<file path="src/rtl/axis_pixel_packer.sv">
// Packs R = OUT_WIDTH/IN_WIDTH pixel beats per output word, with a one-word skid buffer.
// Define AXIS_PIXEL_PACKER_LANESWAP_EN to fill lanes from the top (beat 0 in lane R-1).
module axis_pixel_packer #(
  parameter int IN_WIDTH   = 16,
  parameter int OUT_WIDTH  = 32,
  parameter int STRB_WIDTH = OUT_WIDTH/8
) (
  input  logic                  aclk,
  input  logic                  resetn,
  input  logic [IN_WIDTH-1:0]   s_xdata,
  input  logic                  s_xvalid,
  input  logic                  s_xlast,
  output logic                  s_xready,
  output logic [OUT_WIDTH-1:0]  m_xdata,
  output logic [STRB_WIDTH-1:0] m_xstrb,
  output logic                  m_xlast,
  output logic                  m_xvalid,
  input  logic                  m_xready,
  output logic [31:0]           wordCount
);
  localparam int R   = OUT_WIDTH/IN_WIDTH;
  localparam int LW  = $clog2(R);
  localparam int BPL = IN_WIDTH/8;

  typedef struct packed {
    logic [OUT_WIDTH-1:0]  data;
    logic [STRB_WIDTH-1:0] strb;
    logic                  last;
  } word_t;

  logic [LW-1:0] lane_q, lane_d, pos;
  word_t         pack_q, pack_d, new_w, out_q, out_d, skd_q, skd_d;
  logic          out_vld_q, out_vld_d, skd_vld_q, skd_vld_d;
  logic          rdy_q;
  logic [31:0]   cnt_q;
  logic          s_fire, m_fire, done;

  // rdy_q keeps s_xready low during reset and rises on the first clock after release
  assign s_xready  = rdy_q & ~skd_vld_q;
  assign s_fire    = s_xvalid & s_xready;
  assign m_fire    = out_vld_q & m_xready;
  assign done      = s_fire & (s_xlast | (lane_q == LW'(R-1)));

  assign m_xdata   = out_q.data;
  assign m_xstrb   = out_q.strb;
  assign m_xlast   = out_q.last;
  assign m_xvalid  = out_vld_q;
  assign wordCount = cnt_q;

`ifdef AXIS_PIXEL_PACKER_LANESWAP_EN
  assign pos = LW'(R-1) - lane_q;
`else
  assign pos = lane_q;
`endif

  // Partial word merged with the current beat; unfilled lanes stay zero
  always_comb begin
    new_w      = pack_q;
    new_w.last = s_xlast;
    for (int k = 0; k < R; k++) begin
      if (pos == LW'(k)) begin
        new_w.data[k*IN_WIDTH +: IN_WIDTH] = s_xdata;
        new_w.strb[k*BPL +: BPL]           = '1;
      end
    end
  end

  always_comb begin
    lane_d    = lane_q;
    pack_d    = pack_q;
    out_d     = out_q;
    out_vld_d = out_vld_q;
    skd_d     = skd_q;
    skd_vld_d = skd_vld_q;
    if (s_fire) begin
      if (done) begin
        lane_d = '0;
        pack_d = '0;
      end else begin
        lane_d = lane_q + LW'(1);
        pack_d = new_w;
      end
    end
    // A full skid blocks input, so done cannot coincide with skd_vld_q
    if (m_fire || !out_vld_q) begin
      if (skd_vld_q) begin
        out_d     = skd_q;
        out_vld_d = 1'b1;
        skd_vld_d = 1'b0;
      end else if (done) begin
        out_d     = new_w;
        out_vld_d = 1'b1;
      end else begin
        out_vld_d = 1'b0;
      end
    end else if (done) begin
      skd_d     = new_w;
      skd_vld_d = 1'b1;
    end
  end

  always_ff @(posedge aclk or negedge resetn) begin
    if (!resetn) begin
      lane_q    <= '0;
      pack_q    <= '0;
      out_q     <= '0;
      out_vld_q <= 1'b0;
      skd_q     <= '0;
      skd_vld_q <= 1'b0;
      rdy_q     <= 1'b0;
      cnt_q     <= '0;
    end else begin
      lane_q    <= lane_d;
      pack_q    <= pack_d;
      out_q     <= out_d;
      out_vld_q <= out_vld_d;
      skd_q     <= skd_d;
      skd_vld_q <= skd_vld_d;
      rdy_q     <= 1'b1;
      if (m_fire) cnt_q <= cnt_q + 32'd1;
    end
  end
endmodule
</file>
<file path="config.mk">
export PLATFORM = sky130hd
export DESIGN_NAME = axis_pixel_packer
export DESIGN_NICKNAME = d
export VERILOG_FILES = /design/src/rtl/axis_pixel_packer.sv
export SDC_FILE = /design/constraint.sdc
export NUM_CORES = 1
export LEC_CHECK = 0
export CAP_MARGIN = 5
export CORE_UTILIZATION = 51
export CTS_BUF_LIST = sky130_fd_sc_hd__clkbuf_8
export DETAILED_ROUTE_END_ITERATION = 10
export GPL_ROUTABILITY_DRIVEN = 0
export PLACE_DENSITY = 0.79
export SLEW_MARGIN = 40
export SYNTH_ARGS = -nofsm -noshare
export SYNTH_HDL_FRONTEND = slang
export SYNTH_SLANG_ARGS = --single-unit
</file>
<file path="constraint.sdc">
create_clock -name aclk -period 1.77 [get_ports aclk]
set_input_delay 0.354 -clock aclk [delete_from_list [all_inputs] [get_ports aclk]]
set_output_delay 0.354 -clock aclk [all_outputs]
set_load 0.02 [all_outputs]
</file>
After elaboration in Yosys (flattened, before gate mapping)
Cells that the tools add are included.
Cells by class
  add/sub/neg operators: 2
  mux-type cells: 12
  bitwise operators: 7
  reductions and logical operators: 6
Operators by type and width (count)
  37-bit two-way mux: 3
  32-bit by 1-bit adder with 32-bit output, second input constant: 1
  16-bit two-way mux: 2
  1-bit two-way mux: 5
  1-bit bitwise AND: 4
  2-bit two-way mux: 2
  2-bit AND reduction: 2
  2-bit nonzero test: 2
  1-bit inverter: 2
  1-bit adder, second input constant: 1
  1-bit logical NOT: 1
  1-bit logical OR: 1
  1-bit bitwise OR: 1
Storage, ports and cells
  register bits: 146
  bits of input ports: 21
  output and inout bits: 71
  word-level logic and storage cells: 40

Longest topological paths before layout
  depth in word-level cells: 6
  mapped depth: 7
  mapped depth without buffers: 5

Worst setup path before layout
Ideal clock, no wire load.
  path kind: reg2reg
  from: reg cnt_q[6] (netlist: wordCount[6])
  to: reg cnt_q[28] (netlist: wordCount[28])
  setup time: 0.080 ns
  arrival time: 1.842 ns
  data required time: 1.690 ns
  path slack: -0.152 ns
  cell stages (with the launch flop): 6
  buffers on the path: 1
  clock period less this slack: 1.922 ns
  cell sequence: dfrtp_1 nand4_2 or4_4 buf_6 nor4_4 xor2_1
Between the ends
  cells in the longest elaborated chain, start to end: 1
Ends and longest elaborated chain
  from (decl): RTL line 35  | logic [31:0] cnt_q;
  from (signal assigned): RTL line 120  | if (m_fire) cnt_q <= cnt_q + 32'd1;
  32-bit by 1-bit adder with 32-bit output: RTL line 120
No other way between the ends.
A chain may end at the register's enable or synchronous reset.

Worst setup path in the final report
  from: reg cnt_q[15] (netlist: wordCount[15])
  to: reg cnt_q[30] (netlist: wordCount[30])
The elaborated chain is that of the path after synthesis.

==> qor.yml <==
p_per_area_mw_per_mm2: 1230
dp_cells: 859
stdcell_count: 895
slew_viol_final: 0
min_period_over_period: 0.993
required_ns: 2.15
final_util: 0.677
place_area_mm2: 0.00766
core_area_mm2: 0.0120
yosys_register_bits: 146
crit_arrival_ns: 2.13
antenna_found_initial: 0
syn_nets: 646
min_path_type: "input pin to async pin"
p_switching_mw: 3.01
fin_area_mm2: 0.00813
ys_top_cells_by_area: "dfrtp_1 58%, o21ai_0 7.2%, a21oi_1 5.8%"
reg2reg_depth: 5
synth_area_per_cell_um2: 10.1
cts_tree: "yes"
irDropWorstVdd_mv: 0.825
critical_path_class: "flip-flop to flip-flop"
fin_skew_ns: 0.00839
netlist_instances: 624
grt_pass1_wl_um: 24300
ys_dominant_reg_cell: "dfrtp_1"
die_area_mm2: 0.0128
h-tree-depth: 4
via_count: 4892
die_y_um: 113
whs_ns: 0.396
routed_wl_um: 14400
maxCapViolCount: 0
p_int_mw: 6.98
rows: 40
initial_core_util: 0.524
layout_commonest_cell: "dfrtp_1"
drive_gt1_frac: 0.135
rsz0062_at_grt: "yes"
async_reset_ff_frac: 1.00
critPathCaptureType: "flip-flop"
grt_max_degree: 49
synth_edf_count: 0
syn-cell-area_mm2: 0.00629
place_ws_ns: -0.361
grtUsageTotal: 0.246
outcome: "finished clean"
grt_pass1_vias: 4897
cts_root_buf: "clkbuf_8"
drt_first_pass_iters: 5
place_hpwl_um: 9870
pwr-share-comb: 0.225
wl_per_cell_um: 16.1
antenna_cells: 0
syn2layout_area_growth_pct: 29.3
p_leak_nw: 4.02
max_freq_mhz: 569
clk_pin_slew_worst_paths_ns: 0.08
die_width_um: 113
p_clk_frac: 0.325
drt-initial-drc-count: 333
tns_ns: 0
wl_met1_um: 6440
ioPinCount: 92
p_sw_frac: 0.302
drc: 0
clockBufferDepth: 2
top_layer: "met4"
cts_buffers: 17
fin_crit_ns: 1.76
setup_viol: 0
ys_seq_area_frac: 0.581
clk-insertion-delay-late_ns: 0.45
fin_nets: 757
portBuffers: 91
fin_ws_ns: 0.0118
yosys_warnings: 0
viasPerCell: 5.47
clock-sinks: 146
power_mw: 9.99
fill_cells: 908
crit_fanout: 6
layout_common_cells: "138 x dfrtp_1, 89 x o21ai_0, 86 x nor2_1"
wl_met2_um: 7180
start_kind: "flip-flop"
synth_cell_types: 36
dr_wl_met3_um: 511
postRouteAntennaNets: 0
synth_area_leader_cell: "dfrtp_1"
yosysTopAreaCellShare: 0.581
grt-ovfl-total: 0
hold_violations: 0
power_frac_seq: 0.450
[cell type report]
cell class / instances / area, µm² / share of cell area
Clock inverter: 10 / 201 / 0.0248
Timing Repair Buffer: 132 / 1240 / 0.152
Multi-Input combinational cell: 436 / 2530 / 0.312
Inverter: 2 / 7.51 / 0.000923
Tap cell: 147 / 184 / 0.0226
Sequential cell: 146 / 3660 / 0.450
Clock buffer: 22 / 303 / 0.0372
[cell families (layout without fill, tap and decap cells)]
group / after synthesis / in the layout / share of synthesized area
AND/OR/NAND/NOR: 201 / 202 / 0.158
adder cells (fa/ha/maj): 1 / 1 / 0.00199
other: 1 / 1 / 0.000596
multiplexers: 35 / 35 / 0.0561
AO/OA/AOI/OAI: 166 / 166 / 0.132
XOR/XNOR: 31 / 31 / 0.0432
flip-flops: 146 / 146 / 0.581
buffers and inverters: 43 / 166 / 0.0276
[final timing paths]
check / start / end / slack [ns]
max in group asynchronous: resetn / m_xdata[14]$_DFFE_PN0P_ / 0.73
setup / recovery: wordCount[15]$_DFFE_PN0P_ / wordCount[30]$_DFFE_PN0P_ / 0.01
hold / removal: resetn / wordCount[9]$_DFFE_PN0P_ / 0.40
hold reg to reg: wordCount[31]$_DFFE_PN0P_ / wordCount[31]$_DFFE_PN0P_ / 0.46
min in group aclk: wordCount[31]$_DFFE_PN0P_ / wordCount[31]$_DFFE_PN0P_ / 0.46
setup reg to reg: wordCount[15]$_DFFE_PN0P_ / wordCount[30]$_DFFE_PN0P_ / 0.01
[critical path: stages (launching register included)]
cell and delay, ns:
dfrtp_1 0.44, nand2_2 0.10, or4_4 0.64, buf_6 0.16
nor4_4 0.15, xor2_1 0.18
[power groups by stage]
| stage | combinational (mW) | clock [mW] | sequential, mW |
|---|---|---|---|
| 3_3_place_gp | 2.41 | 0 | 4.52 |
| 6_report | 2.25 | 3.25 | 4.50 |
| 2_1_floorplan | 1.01 | 0 | 4.84 |
| 5_1_grt | 2.49 | 3.44 | 4.59 |
| 4_1_cts | 2.28 | 3.29 | 4.50 |
| 3_5_place_dp | 2.49 | 0 | 4.56 |
[synth_stat cells (3+ instances only)]
cell / instances
dfrtp_1: 146
o21ai_0: 90
nor2_1: 86
a21oi_1: 73
nand2_1: 46
mux2i_1: 33
clkbuf_1: 32
nor2b_1: 22
xor2_1: 16
xnor2_1: 15
nand3_1: 11
nand4_1: 6
nor3_1: 5
buf_1: 4
buf_2: 4
nor4_2: 4
and2_1: 3
o21ai_1: 3
[sequential cells by signal, summed over array words and instances (netlist names), 4 cells and up]
register / cells
wordCount: 32
pack_q: 36
m_xdata: 32
m_xstrb: 4
skd_q: 37
[timing repair]
action,CTS,global route
setup endpoints to repair,73,8
setup buffers,2,0
pin swaps,1,3
cloned,1,0
gates resized for setup,77,3
endpoints found under the hold margin,43,0
hold buffers,1,0
[per-layer routing]
| layer | track usage | vias up |
|---|---|---|
| met3 | 0.0546 | 24 |
| met1 | 0.324 | 2403 |
| met2 | 0.396 | 114 |
| met5 | 0 | - |
| met4 | 0.101 | 0 |
| li1 | - | 2351 |
(Power assumes the default switching activity.)
==> variant 1, RTL diff (same settings) <==
Register the output `wordCount` once more, with the module's reset; this adds one clock of latency there. The other outputs are not delayed to match.
--- a/src/rtl/axis_pixel_packer.sv
+++ b/src/rtl/axis_pixel_packer.sv
@@ -46,5 +46,11 @@
   assign m_xlast   = out_q.last;
   assign m_xvalid  = out_vld_q;
-  assign wordCount = cnt_q;
+  always_ff @(posedge aclk or negedge resetn) begin
+    if (!resetn) begin
+      wordCount <= '0;
+    end else begin
+      wordCount <= cnt_q;
+    end
+  end
 
 `ifdef AXIS_PIXEL_PACKER_LANESWAP_EN
Check against the original RTL: not equivalent (a bounded check fails within 4 cycles, from zero or initial values and one cycle with resetn low).
==> variant 1 against the unedited design <==
- first-iteration DRC count increased by 8.4%
- critical path depth unchanged
- cell area increased by 8.1%
- worst hold slack got worse by 36 ps
- final cell count increased by 6.4%
- clock skew decreased by 1.0 ps
- synthesized area increased by 12%
- worst setup slack improved by 84 ps
- total power increased by 5.0%
- sequential cell count increased by 32
- wire length increased by 7.2%
- largest power group unchanged
==> variant 1: results (changes against the unedited design) <==
* Multi-input gate count at 434 (-0.46%)
* Status: complete, no violations
* Clock buffers at 17 (-23%)
* Met3 routed WL at 674 um (+32%)
* GR Layer Usage met2 at 38.4% (-1.2 points)
* Dpl cells at 913 (+6.3%)
* Layout fillers at 1071 (+18%)
* Crit-path max FO at 4 (-2)
* Syn Area/Cell at 10.8 um^2 (+6.9%)
* Multi-input gate area at 2480 um^2 (-2.2%)
* Final non-clock buffer share at 13.8% (-1.4 points)
* Synth top cells by count: dfrtp_1 (178), o21ai_0 (92), nor2_1 (83)
* Leak at 4.33 nW (+7.7%)
* Clock-cell share of area at 4.75% (-1.4 points)
* Synthesis-stage register bit count at 178 (+22%)
* Largest net degree at the start of global routing at 63 (+29%)
* Die X at 120 um (+5.7%)
* Nets at 785 (+3.7%)
* Number of non-clock inverters in the layout at 0 (-2)
* Met3 Use GR at 5.61% (+0.15 points)
* Pwr/cell area at 1190 nW/um^2 (-2.8%)
* Tot GR Track Use at 23.2% (-1.4 points)
* M1 GR Usage at 29.3% (-3.0 points)
* Vias in the first global route at 5263 (+7.5%)
* CP Data Arrival Time at 2070 ps (-60 ps)
* Clk_skew at 7.36 ps (-1.04 ps)
* CTS resizes at 74 (-3.9%)
* WL met1 at 6.67 mm (+3.5%)
* Clk Latency, worst-skew pair at 470 ps (+20 ps)
* Avg WL per Cell at 16.3 um (+0.76%)
* P_seq at 5.27 mW (+17%)
* Synth top area cells: dfrtp_1 (63%), o21ai_0 (6.5%), a21oi_1 (5.2%)
* Fraction of area in registers at 50.7% (+5.7 points)
-- variant 1: cells by family (layout without fill, tap and decap cells) --
kind of cell    count (synthesis)  in the layout  synth area share (%)
buf+inv                        42            164                  2.43
compound gates                166            166                  11.8
fa+ha+maj                       1              1                 0.178
other cells                     1              1                0.0532
flops                         178            178                  63.2
mux                            35             35                  5.01
simple gates                  200            200                  13.5
xor+xnor                       31             31                  3.85
-- variant 1: path summary, 6_finish.rpt --
kind	startpoint	to	slack [ps]
worst max-delay path	cnt_q[0]$_DFFE_PN0P_	cnt_q[16]$_DFFE_PN0P_	100
worst min register to register	cnt_q[31]$_DFFE_PN0P_	wordCount[31]$_DFF_PN0_	410
worst min-delay path	resetn	m_xstrb[0]$_DFFE_PN0P_	360
max in group asynchronous	resetn	m_xdata[6]$_DFFE_PN0P_	820
min in group aclk	cnt_q[31]$_DFFE_PN0P_	wordCount[31]$_DFF_PN0_	410
worst max register to register	cnt_q[0]$_DFFE_PN0P_	cnt_q[16]$_DFFE_PN0P_	100
==> variant 2, RTL diff (same flow settings) <==
Without the edit above. The option `AXIS_PIXEL_PACKER_LANESWAP_EN` is turned on by a define.
--- a/src/rtl/axis_pixel_packer.sv
+++ b/src/rtl/axis_pixel_packer.sv
@@ -1,4 +1,6 @@
 // Packs R = OUT_WIDTH/IN_WIDTH pixel beats per output word, with a one-word skid buffer.
 // Define AXIS_PIXEL_PACKER_LANESWAP_EN to fill lanes from the top (beat 0 in lane R-1).
+`define AXIS_PIXEL_PACKER_LANESWAP_EN
+
 module axis_pixel_packer #(
   parameter int IN_WIDTH   = 16,
Check against the original RTL: not equivalent (a bounded check fails within 4 cycles, from zero or initial values and one cycle with resetn low).
==> variant 2 against the unedited design <==
- global-route usage about the same
- worst setup slack better by 53 ps
- cell area down 2.6%
- wire length down 1.5%
- total power down 7.6%
- synthesized cell count down 1.1%
- sequential cell count unchanged
- synthesized area down 0.22%
- critical endpoint is now wordCount[21]$_DFFE_PN0P_
- largest cell class unchanged
- largest power group unchanged
==> variant 2: results (changes against the unedited design) <==
* Status: complete, no violations
* Initial drt markers at 434 (+30%)
* Tot GR Track Use at 24.6% (about the same)
* Fin cells at 882 (-1.5%)
* Cells after synthesis at 617 (-1.1%)
* Leak at 3.93 nW (-2.2%)
* Share of layout cells above drive strength 1 at 11.6% (-1.9 points)
* Worst hold path type: in2async
* Nets at 744 (-1.7%)
* Largest net degree at the start of global routing at 56 (+14%)
* RR Startpoint: wordCount[7]$_DFFE_PN0P_
* Dpl cells at 848 (-1.3%)
* Pre-CTS setup slack at -306 ps (+54.4 ps)
* Wire length of the first global-routing pass at 24.5 mm (+0.71%)
* CP Data Arrival Time at 2030 ps (-100 ps)
* CTS clock-pin slew for the worst setup and hold paths at 80 ps (about the same)
* Clk_skew at 13.1 ps (+4.70 ps)
* Peak Freq at 586 MHz (+3.1%)
* Largest regs: skd_q x37, pack_q x36
* Vias in the first global route at 5027 (+2.7%)
* Post-Syn Nets at 639 (-1.1%)
* Sequential element share of the synthesized area at 58.2% (+0.13 points)
* Number of H-tree levels at 4 (unchanged)
* Hold_ws at 418 ps (+22.8 ps)
* CTS Buf Count at 17 (unchanged)
* DP HPWL at 9.90 mm (+0.31%)
* Ys Warns at 0 (unchanged)
* Synth top area cells: dfrtp_1 (58%), o21ai_0 (7.3%), a21oi_1 (5.8%)
* Worst-case clock buffer depth at 2 (unchanged)
* Instance area after placement at 7580 um^2 (-0.93%)
* Post-DR vias/cell at 5.60 (+2.5%)
* Final WL at 14.2 mm (-1.5%)
* Antenna violations before repair at 0 (unchanged)
* Reg2reg end: wordCount[21]$_DFFE_PN0P_
* Synth top cells by count: dfrtp_1 (146), o21ai_0 (91), nor2_1 (84)
* VDD IR-drop max at 0.000695 V (-16%)
* R2R depth at 4 (-1)
* Yosys cell types at 34 (-5.6%)
## variant 2: cell types whose count changed after synthesis, sizes merged, moves of 2 or more
cell	unedited run	this run
xnor2	15	26
xor2	16	5
nand4	8	18
and3	2	7
nor4	8	3
clkbuf	32	29
nand2	46	43
nand3	11	8
nor3	6	3
inv	2	0
## variant 2: cells by family after synthesis
group	count (synthesis)	share of synthesized area, %
other cells	1	0.0597
buf+inv	38	2.45
mux	35	5.62
fa+ha+maj	1	0.199
simple gates	199	15.9
flops	146	58.2
xor+xnor	31	4.33
compound gates	166	13.2
## variant 2: area by class of cell
class / count / area, um^2
Fill cell: 963 / 4090
Timing Repair Buffer: 124 / 1210
Tap cell: 147 / 184
Sequential cell: 146 / 3660
Clock buffer: 20 / 275
Clock inverter: 12 / 93.8
Multi-Input combinational cell: 433 / 2490
## variant 2: worst max path at each step
stage	start	to	slack (ps)	depth (start not counted)
after CTS	m_xdata[3]$_DFFE_PN0P_	m_xdata[3]	0.08	1
after detailed placement	m_xready	skd_q[17]$_DFFE_PN0P_	-310	7
final	wordCount[7]$_DFFE_PN0P_	wordCount[21]$_DFFE_PN0P_	60	4
after floorplan	wordCount[6]$_DFFE_PN0P_	wordCount[21]$_DFFE_PN0P_	8	4
after global routing	skd_vld_q$_DFFE_PN0P_	skd_q[30]$_DFFE_PN0P_	4	5
after global placement	m_xready	skd_q[22]$_DFFE_PN0P_	-210	7
## variant 2: where the power goes
part           switching (mW)  internal [mW]  total, mW
clock                    1.22           1.20       2.41
sequential              0.438           4.06       4.50
combinational            1.37          0.956       2.33
total                    3.02           6.21       9.24
## variant 2: worst max-delay path: stages, from the launching register on
cell     delay, ps
dfrtp_2        430
nand4_4        180
nor4_4         330
or4b_4         500
xnor2_1        150
## variant 2: routing by layer
metal  track usage (%)  up-vias  wire length [um]
li1                  -     2325                 -
met1              32.4     2460              6410
met2              40.5      132              7010
met3              5.62       23               565
met4              8.16        0               240
met5                 0        -                 0
## variant 2: repair_timing
item	in CTS	in global routing
gates cloned	0	0
pin swaps	0	1
setup endpoints to repair	64	13
setup buffers	0	1
gates resized for setup	66	9
hold endpoints to repair	41	0
hold buffers	1	0
